`src/rtl/fht_io_seq.sv`:
```
// fht_io_seq: host-side sequencer that loads ADC samples into fht_top, starts the transform and unloads the results.
//
// Ports:
//    iCLK, iRESET          clock, asynchronous active-low reset
//    iARM                  start one load/transform/unload cycle (sampled in IDLE)
//    iABORT                synchronous return to IDLE from any state
//    iADC_VALID/iADC_DATA  ADC sample stream
//    oDATA, oADDR_WR_0..3, oWE_0..3   fht_top write ports (registered)
//    oSTART                one-cycle transform start pulse
//    iFHT_RDY              fht_top done flag (a rising edge ends WAIT)
//    oADDR_RD_0..3, iRE_0..3          fht_top read ports (1-cycle read latency)
//    oOUT_VALID/oOUT_DATA/oOUT_INDEX/oOUT_LAST, iOUT_READY   result stream
//    oBUSY                 high outside IDLE
//    oOVF                  sticky: sample arrived while busy but not loading
//
// Build option: define FHT_BITREV_EN to read in base-4 digit-reversed order,
// so results leave in natural frequency order.
module fht_io_seq #(
   parameter int A_BIT = 8,
   parameter int D_BIT = 17
) (
   input  logic             iCLK,
   input  logic             iRESET,
   input  logic             iARM,
   input  logic             iABORT,
   input  logic             iADC_VALID,
   input  logic [D_BIT-2:0] iADC_DATA,
   output logic [D_BIT-2:0] oDATA,
   output logic [A_BIT-1:0] oADDR_WR_0,
   output logic [A_BIT-1:0] oADDR_WR_1,
   output logic [A_BIT-1:0] oADDR_WR_2,
   output logic [A_BIT-1:0] oADDR_WR_3,
   output logic             oWE_0,
   output logic             oWE_1,
   output logic             oWE_2,
   output logic             oWE_3,
   output logic [A_BIT-1:0] oADDR_RD_0,
   output logic [A_BIT-1:0] oADDR_RD_1,
   output logic [A_BIT-1:0] oADDR_RD_2,
   output logic [A_BIT-1:0] oADDR_RD_3,
   output logic             oSTART,
   input  logic             iFHT_RDY,
   input  logic [D_BIT-1:0] iRE_0,
   input  logic [D_BIT-1:0] iRE_1,
   input  logic [D_BIT-1:0] iRE_2,
   input  logic [D_BIT-1:0] iRE_3,
   output logic             oOUT_VALID,
   output logic [D_BIT-1:0] oOUT_DATA,
   output logic [A_BIT+1:0] oOUT_INDEX,
   output logic             oOUT_LAST,
   input  logic             iOUT_READY,
   output logic             oBUSY,
   output logic             oOVF
);
   localparam int I = A_BIT + 2;
   localparam logic [I-1:0] LAST = '1;

   typedef enum logic [2:0] {S_IDLE, S_LOAD, S_KICK, S_WAIT, S_UNLOAD} state_t;

   state_t                 state_q, state_d;
   logic [I-1:0]           n_q, n_d;
   logic                   full_q, full_d;
   logic [3:0]             we_q, we_d;
   logic [A_BIT-1:0]       addr_wr_q, addr_wr_d;
   logic [D_BIT-2:0]       data_q, data_d;
   logic                   rdy_q;
   logic                   ovf_q, ovf_d;
   logic [I-1:0]           rd_j_q, rd_j_d;
   logic                   rd_done_q, rd_done_d;
   logic                   infl_q, infl_d;
   logic [1:0]             sel_q, sel_d;
   logic [1:0][D_BIT-1:0]  mem_q, mem_d;
   logic                   wp_q, wp_d, rp_q, rp_d;
   logic [1:0]             cnt_q, cnt_d;
   logic [I-1:0]           out_j_q, out_j_d;

   logic [I-1:0]           rd_p;
   logic [D_BIT-1:0]       rdata;
   logic [1:0]             occ;
   logic                   out_valid, pop, push, issue;

`ifdef FHT_BITREV_EN
   for (genvar d = 0; d < I/2; d++) begin : g_rev
      assign rd_p[2*d +: 2] = rd_j_q[I-2-2*d +: 2];
   end
`else
   assign rd_p = rd_j_q;
`endif

   assign rdata     = sel_q[1] ? (sel_q[0] ? iRE_3 : iRE_2) : (sel_q[0] ? iRE_1 : iRE_0);
   assign out_valid = cnt_q != 2'd0;
   assign pop       = out_valid & iOUT_READY;
   assign push      = infl_q;
   // Occupancy after this cycle's pop, so a steady stream sustains one result per cycle
   // while FIFO entries plus reads in flight never exceed two.
   assign occ       = cnt_q - {1'b0, pop};
   assign issue     = state_q == S_UNLOAD && !rd_done_q && (occ + {1'b0, infl_q}) < 2'd2;

   always_comb begin
      state_d   = state_q;
      n_d       = n_q;
      full_d    = full_q;
      we_d      = '0;
      addr_wr_d = addr_wr_q;
      data_d    = data_q;
      ovf_d     = ovf_q;
      rd_j_d    = rd_j_q;
      rd_done_d = rd_done_q;
      infl_d    = 1'b0;
      sel_d     = sel_q;
      mem_d     = mem_q;
      wp_d      = wp_q;
      rp_d      = rp_q;
      cnt_d     = cnt_q + {1'b0, push} - {1'b0, pop};
      out_j_d   = out_j_q;
      if (iADC_VALID && state_q != S_IDLE && state_q != S_LOAD)
         ovf_d = 1'b1;
      case (state_q)
         S_IDLE: begin
            if (iARM) begin
               state_d   = S_LOAD;
               n_d       = '0;
               full_d    = 1'b0;
               ovf_d     = 1'b0;
               rd_j_d    = '0;
               rd_done_d = 1'b0;
               out_j_d   = '0;
            end
         end
         S_LOAD: begin
            if (iADC_VALID && !full_q) begin
               we_d[n_q[1:0]] = 1'b1;
               addr_wr_d      = n_q[I-1:2];
               data_d         = iADC_DATA;
               n_d            = (n_q == LAST) ? n_q : n_q + 1'b1;
               full_d         = n_q == LAST;
            end
            // Leave only once the final write has been presented, so WE never overlaps KICK.
            if (full_q)
               state_d = S_KICK;
         end
         S_KICK:
            state_d = S_WAIT;
         S_WAIT: begin
            // Edge detect: a level left high from before KICK does not count as done.
            if (iFHT_RDY && !rdy_q)
               state_d = S_UNLOAD;
         end
         S_UNLOAD: begin
            if (issue) begin
               sel_d     = rd_p[1:0];
               infl_d    = 1'b1;
               rd_j_d    = (rd_j_q == LAST) ? rd_j_q : rd_j_q + 1'b1;
               rd_done_d = rd_j_q == LAST;
            end
            if (pop && out_j_q == LAST)
               state_d = S_IDLE;
         end
         default:
            state_d = S_IDLE;
      endcase
      if (push) begin
         mem_d[wp_q] = rdata;
         wp_d        = ~wp_q;
      end
      if (pop) begin
         rp_d    = ~rp_q;
         out_j_d = (out_j_q == LAST) ? '0 : out_j_q + 1'b1;
      end
      if (iABORT) begin
         state_d = S_IDLE;
         we_d    = '0;
         ovf_d   = ovf_q;
         infl_d  = 1'b0;
         cnt_d   = '0;
         wp_d    = 1'b0;
         rp_d    = 1'b0;
      end
   end

   always_ff @(posedge iCLK or negedge iRESET) begin
      if (!iRESET) begin
         state_q   <= S_IDLE;
         n_q       <= '0;
         full_q    <= 1'b0;
         we_q      <= '0;
         addr_wr_q <= '0;
         data_q    <= '0;
         rdy_q     <= 1'b0;
         ovf_q     <= 1'b0;
         rd_j_q    <= '0;
         rd_done_q <= 1'b0;
         infl_q    <= 1'b0;
         sel_q     <= '0;
         mem_q     <= '0;
         wp_q      <= 1'b0;
         rp_q      <= 1'b0;
         cnt_q     <= '0;
         out_j_q   <= '0;
      end else begin
         state_q   <= state_d;
         n_q       <= n_d;
         full_q    <= full_d;
         we_q      <= we_d;
         addr_wr_q <= addr_wr_d;
         data_q    <= data_d;
         rdy_q     <= iFHT_RDY;
         ovf_q     <= ovf_d;
         rd_j_q    <= rd_j_d;
         rd_done_q <= rd_done_d;
         infl_q    <= infl_d;
         sel_q     <= sel_d;
         mem_q     <= mem_d;
         wp_q      <= wp_d;
         rp_q      <= rp_d;
         cnt_q     <= cnt_d;
         out_j_q   <= out_j_d;
      end
   end

   assign oDATA      = data_q;
   assign oADDR_WR_0 = addr_wr_q;
   assign oADDR_WR_1 = addr_wr_q;
   assign oADDR_WR_2 = addr_wr_q;
   assign oADDR_WR_3 = addr_wr_q;
   assign oWE_0      = we_q[0];
   assign oWE_1      = we_q[1];
   assign oWE_2      = we_q[2];
   assign oWE_3      = we_q[3];
   assign oADDR_RD_0 = rd_p[I-1:2];
   assign oADDR_RD_1 = rd_p[I-1:2];
   assign oADDR_RD_2 = rd_p[I-1:2];
   assign oADDR_RD_3 = rd_p[I-1:2];
   assign oSTART     = state_q == S_KICK;
   assign oOUT_VALID = out_valid;
   assign oOUT_DATA  = mem_q[rp_q];
   assign oOUT_INDEX = out_j_q;
   assign oOUT_LAST  = out_valid && out_j_q == LAST;
   assign oBUSY      = state_q != S_IDLE;
   assign oOVF       = ovf_q;
endmodule
```
`config.mk`:
```
export PLATFORM = sky130hd
export DESIGN_NAME = fht_io_seq
export DESIGN_NICKNAME = d
export VERILOG_FILES = /design/src/rtl/fht_io_seq.sv
export SDC_FILE = /design/constraint.sdc
export NUM_CORES = 1
export LEC_CHECK = 0
export ABC_AREA = 1
export BUFFER_PORTS_ARGS = -buffer_cell sky130_fd_sc_hd__buf_4
export CAP_MARGIN = 20
export CORE_UTILIZATION = 30
export CTS_CLUSTER_SIZE = 16
export DETAILED_ROUTE_END_ITERATION = 12
export RECOVER_POWER = 100
export SYNTH_ARGS = -nofsm -noshare
export SYNTH_HDL_FRONTEND = slang
export SYNTH_SLANG_ARGS = --single-unit
```
`constraint.sdc`:
```
create_clock -name iCLK -period 1.9 [get_ports iCLK]
set_input_delay 0.095 -clock iCLK [delete_from_list [all_inputs] [get_ports iCLK]]
set_output_delay 0.095 -clock iCLK [all_outputs]
set_load 0.005 [all_outputs]
```
==> impl_results.md, run 1 <==
- Status: completed
- Yosys cell types: 35
- Finished Core Util: 0.408
- GRT Resource Usage Total: 0.155
- First-pass GRT wire length: 24900 µm
- Vias: 5468
- Vias in the first global route: 5009
- GR met1 Demand/Resource: 0.207
- Share of the yosys chip area belonging to registers: 0.445
- Synth area leaders: dfrtp_1 (45%), nand2_1 (15%), buf_4 (7.2%), o21ai_0 (7.1%), nor2_1 (4.0%)
- R2R Setup Slk: 0.13 ns
- Max-slew violation count: 0
- Final Hold Vio Count: 0
- CP peak stage delay: 0.39 ns
- Worst-case clock buffer depth: 2
- Core ar.: 19500 µm²
- Die width: 143 µm
- Cell area after synthesis: 5960 µm²
- Pleak: 3.96 nW
- Crit path from: oOUT_INDEX[1]$_DFFE_PN0P_
- Critical path type: register to output port
- Crit Reg-Reg Startpoint: cnt_q[0]$_DFF_PN0_
- Clock transition at the registers of the reported paths: 0.07 ns
- Critical Path RT: 1.80 ns
- Final Skew: 0.00725 ns
- CTS buffer count: 9
- Post-CTS setup buffer count: 0
- Layer with the highest usage: met2
- Minimum clock period: 1.78 ns
- Worst Hold Launch: iADC_VALID
- CP Capture Type: output port
- Startpoint types: register
- Share of layout cells above drive strength 1: 0.282
- Fmax: 560 MHz
- Critical Path, Cell by Cell: ha_2, nand2_1, nor2_4, nand4_1, nor4_2, buf_4
- Slew Limit Headroom: 0.353
- Initial Utilization: 0.306
- Drt pass-1 iters: 5
- Worst Path Arrival: 1.69 ns
- Total Wirelength: 15600 µm
- Initial antenna violation count: 0
- Port Buffers: 206
- Largest area contributor in the netlist: dfrtp_1
- Wire per inst: 12.8 µm
- DRC: 0
- Core Rows: 51
- Final ANT Viol Nets: 0
- Number of synthesis warnings: 0
- Tcrit/Tclk final: 0.939
- Crit path max fanout: 5
- Final setup viols: 0
- GR Layer Usage met2: 0.246
- Worst-Margin Slew: 0.971 ns
- Maximum vdd ir drop: 0.000442 V
- Mapped Cells: 773
- CTS HTree Levels: 3
- Root Buffer: clkbuf_16
- Worst hold path class: input pin to register
- GRT Residual Overflow: 0
- Die span in y: 143 µm
- Die ar.: 20400 µm²
- Latest clock arrival within the worst-skew pair: 0.35 ns
- CTS Sinks: 106
- IO Pins: 207
- Total Nets Final: 1045
- Net count after synthesis: 871
- Power per cell area: 970 nW/µm²
- Met3 usage: 0.0345
- TritonCTS clock tree: yes
- Diodes inserted: 0
- #FFs+latches synth: 106
- DRT iter0 DRCs: 290
- Largest net degree at the start of global routing: 70
- Via-to-Cell Ratio: 4.49
- Max cap viols: 0
- Hold Slack: 0.147 ns
- GP Congestion: 0.780
- DPL Wire Length: 11100 µm
- Post-synth top area share: 0.445
- CP max stage cell: dfrtp_1
- Layout area overhead: 33.2%
- Syn_area_per_cell: 7.71 µm²
==> final timing paths <==
kind,to,cells past startpoint
min in group asynchronous,mem_q[24]$_DFFE_PN0P_,3
worst min-delay path,we_q[3]$_DFF_PN0_,3
worst max-delay path,oOUT_LAST,6
max in group asynchronous,oOUT_INDEX[8]$_DFFE_PN0P_,3
worst max register to register,rd_j_q[3]$_DFFE_PN0P_,14
worst min register to register,oDATA[15]$_DFFE_PN0P_,2
==> synth_stat cells <==
library cell	number
a21oi_1	6
a31oi_1	1
buf_1	1
buf_2	10
buf_4	57
buf_6	4
clkbuf_1	12
clkinv_1	3
dfrtp_1	106
ha_1	7
inv_1	50
inv_2	4
nand2_1	243
nand2_2	4
nand2_4	1
nand3_1	33
nand3_2	2
nand3_4	1
nand3b_1	3
nand4_1	13
nor2_1	63
nor2_4	4
nor3_1	5
nor3b_1	3
nor4_1	1
o21a_1	1
o21ai_0	85
o21ai_1	12
o21ai_2	9
o21bai_1	2
o22a_1	17
o22ai_1	3
or2_2	3
xnor2_1	1
xor2_1	3
==> per-stage QoR <==
step / instance area [µm²] / std cells / power (mW) / setup WS [ns] / setup TNS [ns]
finish: 7940 / 1217 / 7.70 / 0.115 / 0
global route: 7940 / 1217 / 8.32 / -0.0140 / -0.0536
CTS: 7960 / 1216 / 7.84 / 0.0176 / 0
detailed placement: 7490 / 1181 / 5.99 / -0.0130 / -0.0209
global placement: 7490 / 1181 / 5.96 / 0.0447 / 0
floorplan: 5970 / 773 / 4.69 / 0.0335 / 0
==> cell usage in the layout, fill, tap and decap left out, types with 2 or more instances in the layout <==
| cell | n |
|---|---|
| nand2_1 | 242 |
| inv_2 | 6 |
| nand3b_1 | 3 |
| dfrtp_1 | 106 |
| nand4_1 | 13 |
| o21ai_1 | 9 |
| clkbuf_16 | 10 |
| buf_12 | 2 |
| o21ai_2 | 9 |
| nor2_4 | 4 |
| nor3b_1 | 3 |
| ha_1 | 5 |
| inv_1 | 48 |
| xor2_1 | 3 |
| buf_4 | 121 |
| o22a_1 | 17 |
| or2_2 | 3 |
| ha_2 | 2 |
| o21bai_1 | 2 |
| a21oi_1 | 6 |
| nand3_4 | 2 |
| nand3_1 | 33 |
| dlygate4sd3_1 | 19 |
| clkbuf_4 | 90 |
| nand2_4 | 4 |
| nor3_1 | 5 |
| nor2_1 | 62 |
| o22ai_1 | 3 |
| nand2_2 | 2 |
| clkbuf_2 | 3 |
| o21ai_0 | 88 |
| clkbuf_1 | 13 |
| clkinvlp_4 | 4 |
==> state kept, by name, summed over array words and instances (netlist names) <==
name        cells
infl_q          1
wp_q            1
state_q         3
oDATA          16
mem_q          34
n_q            10
sel_q           2
rdy_q           1
rp_q            1
we_q            4
full_q          1
oOUT_INDEX     10
cnt_q           2
rd_done_q       1
oADDR_WR_0      8
rd_j_q         10
oOVF            1
==> metal layers <==
metal / wire length (µm) / vias up
li1: - / 2786
met1: 7390 / 2514
met2: 7030 / 153
met3: 920 / 15
met4: 227 / 0
met5: 0 / -
==> final cells by class <==
type / instances / area [µm²]
flip-flops and latches: 106 / 2650
multi-input cells: 526 / 2560
inverters: 57 / 223
well taps: 265 / 332
clock buffers: 12 / 246
fillers: 2020 / 11500
repair buffers: 247 / 1900
clock inverters: 4 / 27.5
==> worst max-delay path, delay by kind of cell (launching register included) <==
kind                       cells  cell delay (ns)
and+or+nand+nor                4             0.60
DFF                            1             0.39
adders and majority gates      1             0.21
buffers and inverters          1             0.15
==> what timing repair did <==
| action | 4_1_cts | 5_1_grt |
|---|---|---|
| cloned | 0 | 1 |
| resized for setup | 2 | 11 |
| endpoints found under the hold margin | 126 | 0 |
| pin swaps | 0 | 4 |
| hold buffers | 19 | 0 |
| endpoints found under the setup margin | 10 | 18 |
==> kinds of logic (layout without fill, tap and decap cells) <==
| group | Yosys count | count (layout) | synth area share |
|---|---|---|---|
| adder cells (fa/ha/maj) | 7 | 7 | 0.0147 |
| buffers and inverters | 141 | 320 | 0.132 |
| AND/OR/NAND/NOR | 379 | 379 | 0.270 |
| XOR/XNOR | 4 | 4 | 0.00588 |
| flip-flops | 106 | 106 | 0.445 |
| AO/OA/AOI/OAI | 136 | 136 | 0.133 |
==> power breakdown <==
part | internal, mW | switching [mW] | total (mW)
sequential | 2.69 | 0.313 | 3.01
clock | 0.924 | 0.834 | 1.76
combinational | 1.39 | 1.55 | 2.94
No activity file was read; power rests on OpenSTA's default activity.
==> inputs of run 2 (changes only) <==
- CORE_ASPECT_RATIO: unset -> 1.2
- MAX_ROUTING_LAYER: unset -> met4
==> run 2 against run 1 <==
Power grew 4.2%. Wire length grew 0.18%. Sequential share of layout area shrank 0.45 points. Cell count grew 0.16%. First-iteration DRC count shrank 10%. Clock-buffer cell count shrank 3. Setup slack lost 0.040 ns. Worst hold slack lost 0.0011 ns. Maximum frequency shrank 2.2%. Sequential power is essentially flat. Critical path type unchanged. Largest power group unchanged.
==> impl_results.md, run 2 (same netlist as run 1, synthesis figures left out) <==
- Status: completed
- Layout area overhead: 35.0%
- Fmax: 548 MHz (-2.2%)
- Slew Limit Headroom: 0.388 (+0.0346)
- Critical Path RT: 1.80 ns (about the same)
- Root Buffer: clkbuf_16
- Fillers: 2050 (+1.5%)
- Core ar.: 19500 µm² (about the same)
- Post-route cell area: 8050 µm² (+1.4%)
- CP Capture Type: output port
- Final Hold Vio Count: 0 (unchanged)
- Commonest non-fill, non-tap cell in the layout: nand2_1
- Initial antenna violation count: 0 (unchanged)
- Most frequent cells in the layout: nand2_1 (241), buf_4 (131), dfrtp_1 (106), clkbuf_4 (90), o21ai_0 (84)
- Final Skew: 0.00925 ns (+0.00200 ns)
- Minimum clock period: 1.82 ns (+0.0400 ns)
- Via-to-Cell Ratio: 4.50 (+0.22%)
- DRT iter0 DRCs: 260 (-10%)
- Crit path max fanout: 5 (unchanged)
- Core Rows: 56 (+9.8%)
- Vias: 5489 (+0.38%)
- Die span in y: 156 µm (+9.4%)
- Total Wirelength: 15600 µm (+0.18%)
- Worst Path Arrival: 1.73 ns (+0.04 ns)
- Diodes inserted: 0 (unchanged)
- CTS Sinks: 106 (unchanged)
- Largest net degree at the start of global routing: 38 (-46%)
- Drt pass-1 iters: 6 (+1)
- Largest Register: mem_q
- GRT Residual Overflow: 0 (unchanged)
- Maximum vdd ir drop: 0.000414 V (-6.2%)
- Worst-case clock buffer depth: 2 (unchanged)
- Worst hold path class: input pin to register
- Placed Area: 7500 µm² (+0.13%)
- CTS buffer count: 9 (unchanged)
- Share of layout cells above drive strength 1: 0.291 (+0.00972)
- Power per cell area: 998 nW/µm² (+2.8%)
- Clock transition at the registers of the reported paths: 0.07 ns (about the same)
- Worst-Margin Slew: 0.919 ns (-0.0519 ns)
- Pleak: 4.04 nW (+1.9%)
- Die ar.: 20400 µm² (about the same)
- DRC: 0 (unchanged)
- Initial Utilization: 0.306 (about the same)
- Startpoint types: register
- Final setup viols: 0 (unchanged)
- Max cap viols: 0 (unchanged)
- Hold Slack: 0.146 ns (-0.00115 ns)
- TritonCTS clock tree: yes
- CTS HTree Levels: 3 (unchanged)
- Max reg flops: 34 (unchanged)
- First-pass GRT wire length: 24700 µm (-0.89%)
- Tcrit/Tclk final: 0.960 (+0.0210)
- Port Buffers: 206 (unchanged)
- Die width: 131 µm (-8.6%)
- Final ANT Viol Nets: 0 (unchanged)
- Total Nets Final: 1051 (+0.57%)
- Wire per inst: 12.8 µm (about the same)
- Max-slew violation count: 0 (unchanged)
- GP Congestion: 0.800 (+2.6%)
- Area of the multi-input gates: 2570 µm² (+0.20%)
- Vias in the first global route: 5095 (+1.7%)
- DPL Wire Length: 11100 µm (+0.56%)
- GRT Resource Usage Total: 0.158 (+0.00284)
- Latest clock arrival within the worst-skew pair: 0.35 ns (about the same)
- Hold path depth: 3 (unchanged)
- IO Pins: 207 (unchanged)
- Critical path type: register to output port
- R2R cell count: 14 (unchanged)
- Sequential Area: 2650 µm² (unchanged)
[run 2: layout make-up]
type / count / area share
inverters: 57 / 0.0277
clock buffers: 9 / 0.0280
clock inverters: 7 / 0.0123
well taps: 261 / 0.0406
flip-flops and latches: 106 / 0.330
repair buffers: 253 / 0.243
multi-input cells: 526 / 0.319
[run 2: power breakdown]
group | total [mW] | switching, mW | internal, mW
logic | 2.98 | 1.53 | 1.44
clock network | 2.04 | 0.874 | 1.17
registers | 3.01 | 0.318 | 2.69
total | 8.03 | 2.73 | 5.30
[run 2: routing by layer]
| metal | part of all wire | routed length [µm] | global-route usage | up-vias |
|---|---|---|---|---|
| li1 | - | - | - | 2801 |
| met1 | 0.45 | 7050 | 0.192 | 2531 |
| met2 | 0.49 | 7610 | 0.265 | 145 |
| met3 | 0.049 | 768 | 0.0256 | 12 |
| met4 | 0.011 | 174 | 0.0493 | 0 |
| met5 | 0 | 0 | - | - |
[run 2: timing repair]
| item | 4_1_cts | 5_1_grt |
|---|---|---|
| cloned | 0 | 1 |
| resized for setup | 2 | 10 |
| pin swaps | 0 | 3 |
| endpoints found under the hold margin | 55 | 0 |
| endpoints found under the setup margin | 11 | 15 |
| hold buffers | 19 | 0 |
| buffers inserted | 0 | 4 |
[run 2: critical path, stage by stage (launching register included)]
cell     delay, ns
dfrtp_1       0.38
ha_1          0.20
nand2_1       0.10
nor2_4        0.17
nand4_1       0.17
nor4_2        0.20
buf_4         0.16
[run 2: final timing paths]
path                                           startpoint                    end  slack, ns
worst max register to register         cnt_q[0]$_DFF_PN0_  rd_j_q[2]$_DFFE_PN0P_       0.12
worst min register to register       oDATA[3]$_DFFE_PN0P_   oDATA[3]$_DFFE_PN0P_       0.48
max in group asynchronous                          iRESET  mem_q[23]$_DFFE_PN0P_       0.36
min in group asynchronous                          iRESET  oDATA[14]$_DFFE_PN0P_       0.41
worst max-delay path            oOUT_INDEX[0]$_DFFE_PN0P_              oOUT_LAST       0.08
worst min-delay path                           iADC_VALID      we_q[3]$_DFF_PN0_       0.15
[run 2: metrics by stage]
stage          power [mW]  worst slack (ns)  std cells   util  setup TNS (ns)
6_report             8.03            0.0752       1219  0.413               0
5_1_grt              8.69           -0.0232       1219  0.413          -0.104
4_1_cts              8.13            0.0104       1214  0.412               0
3_5_place_dp         6.01          -0.00418       1179  0.385        -0.00418
3_3_place_gp         5.97            0.0422       1179  0.385               0
2_1_floorplan        4.69            0.0335        773      -               0
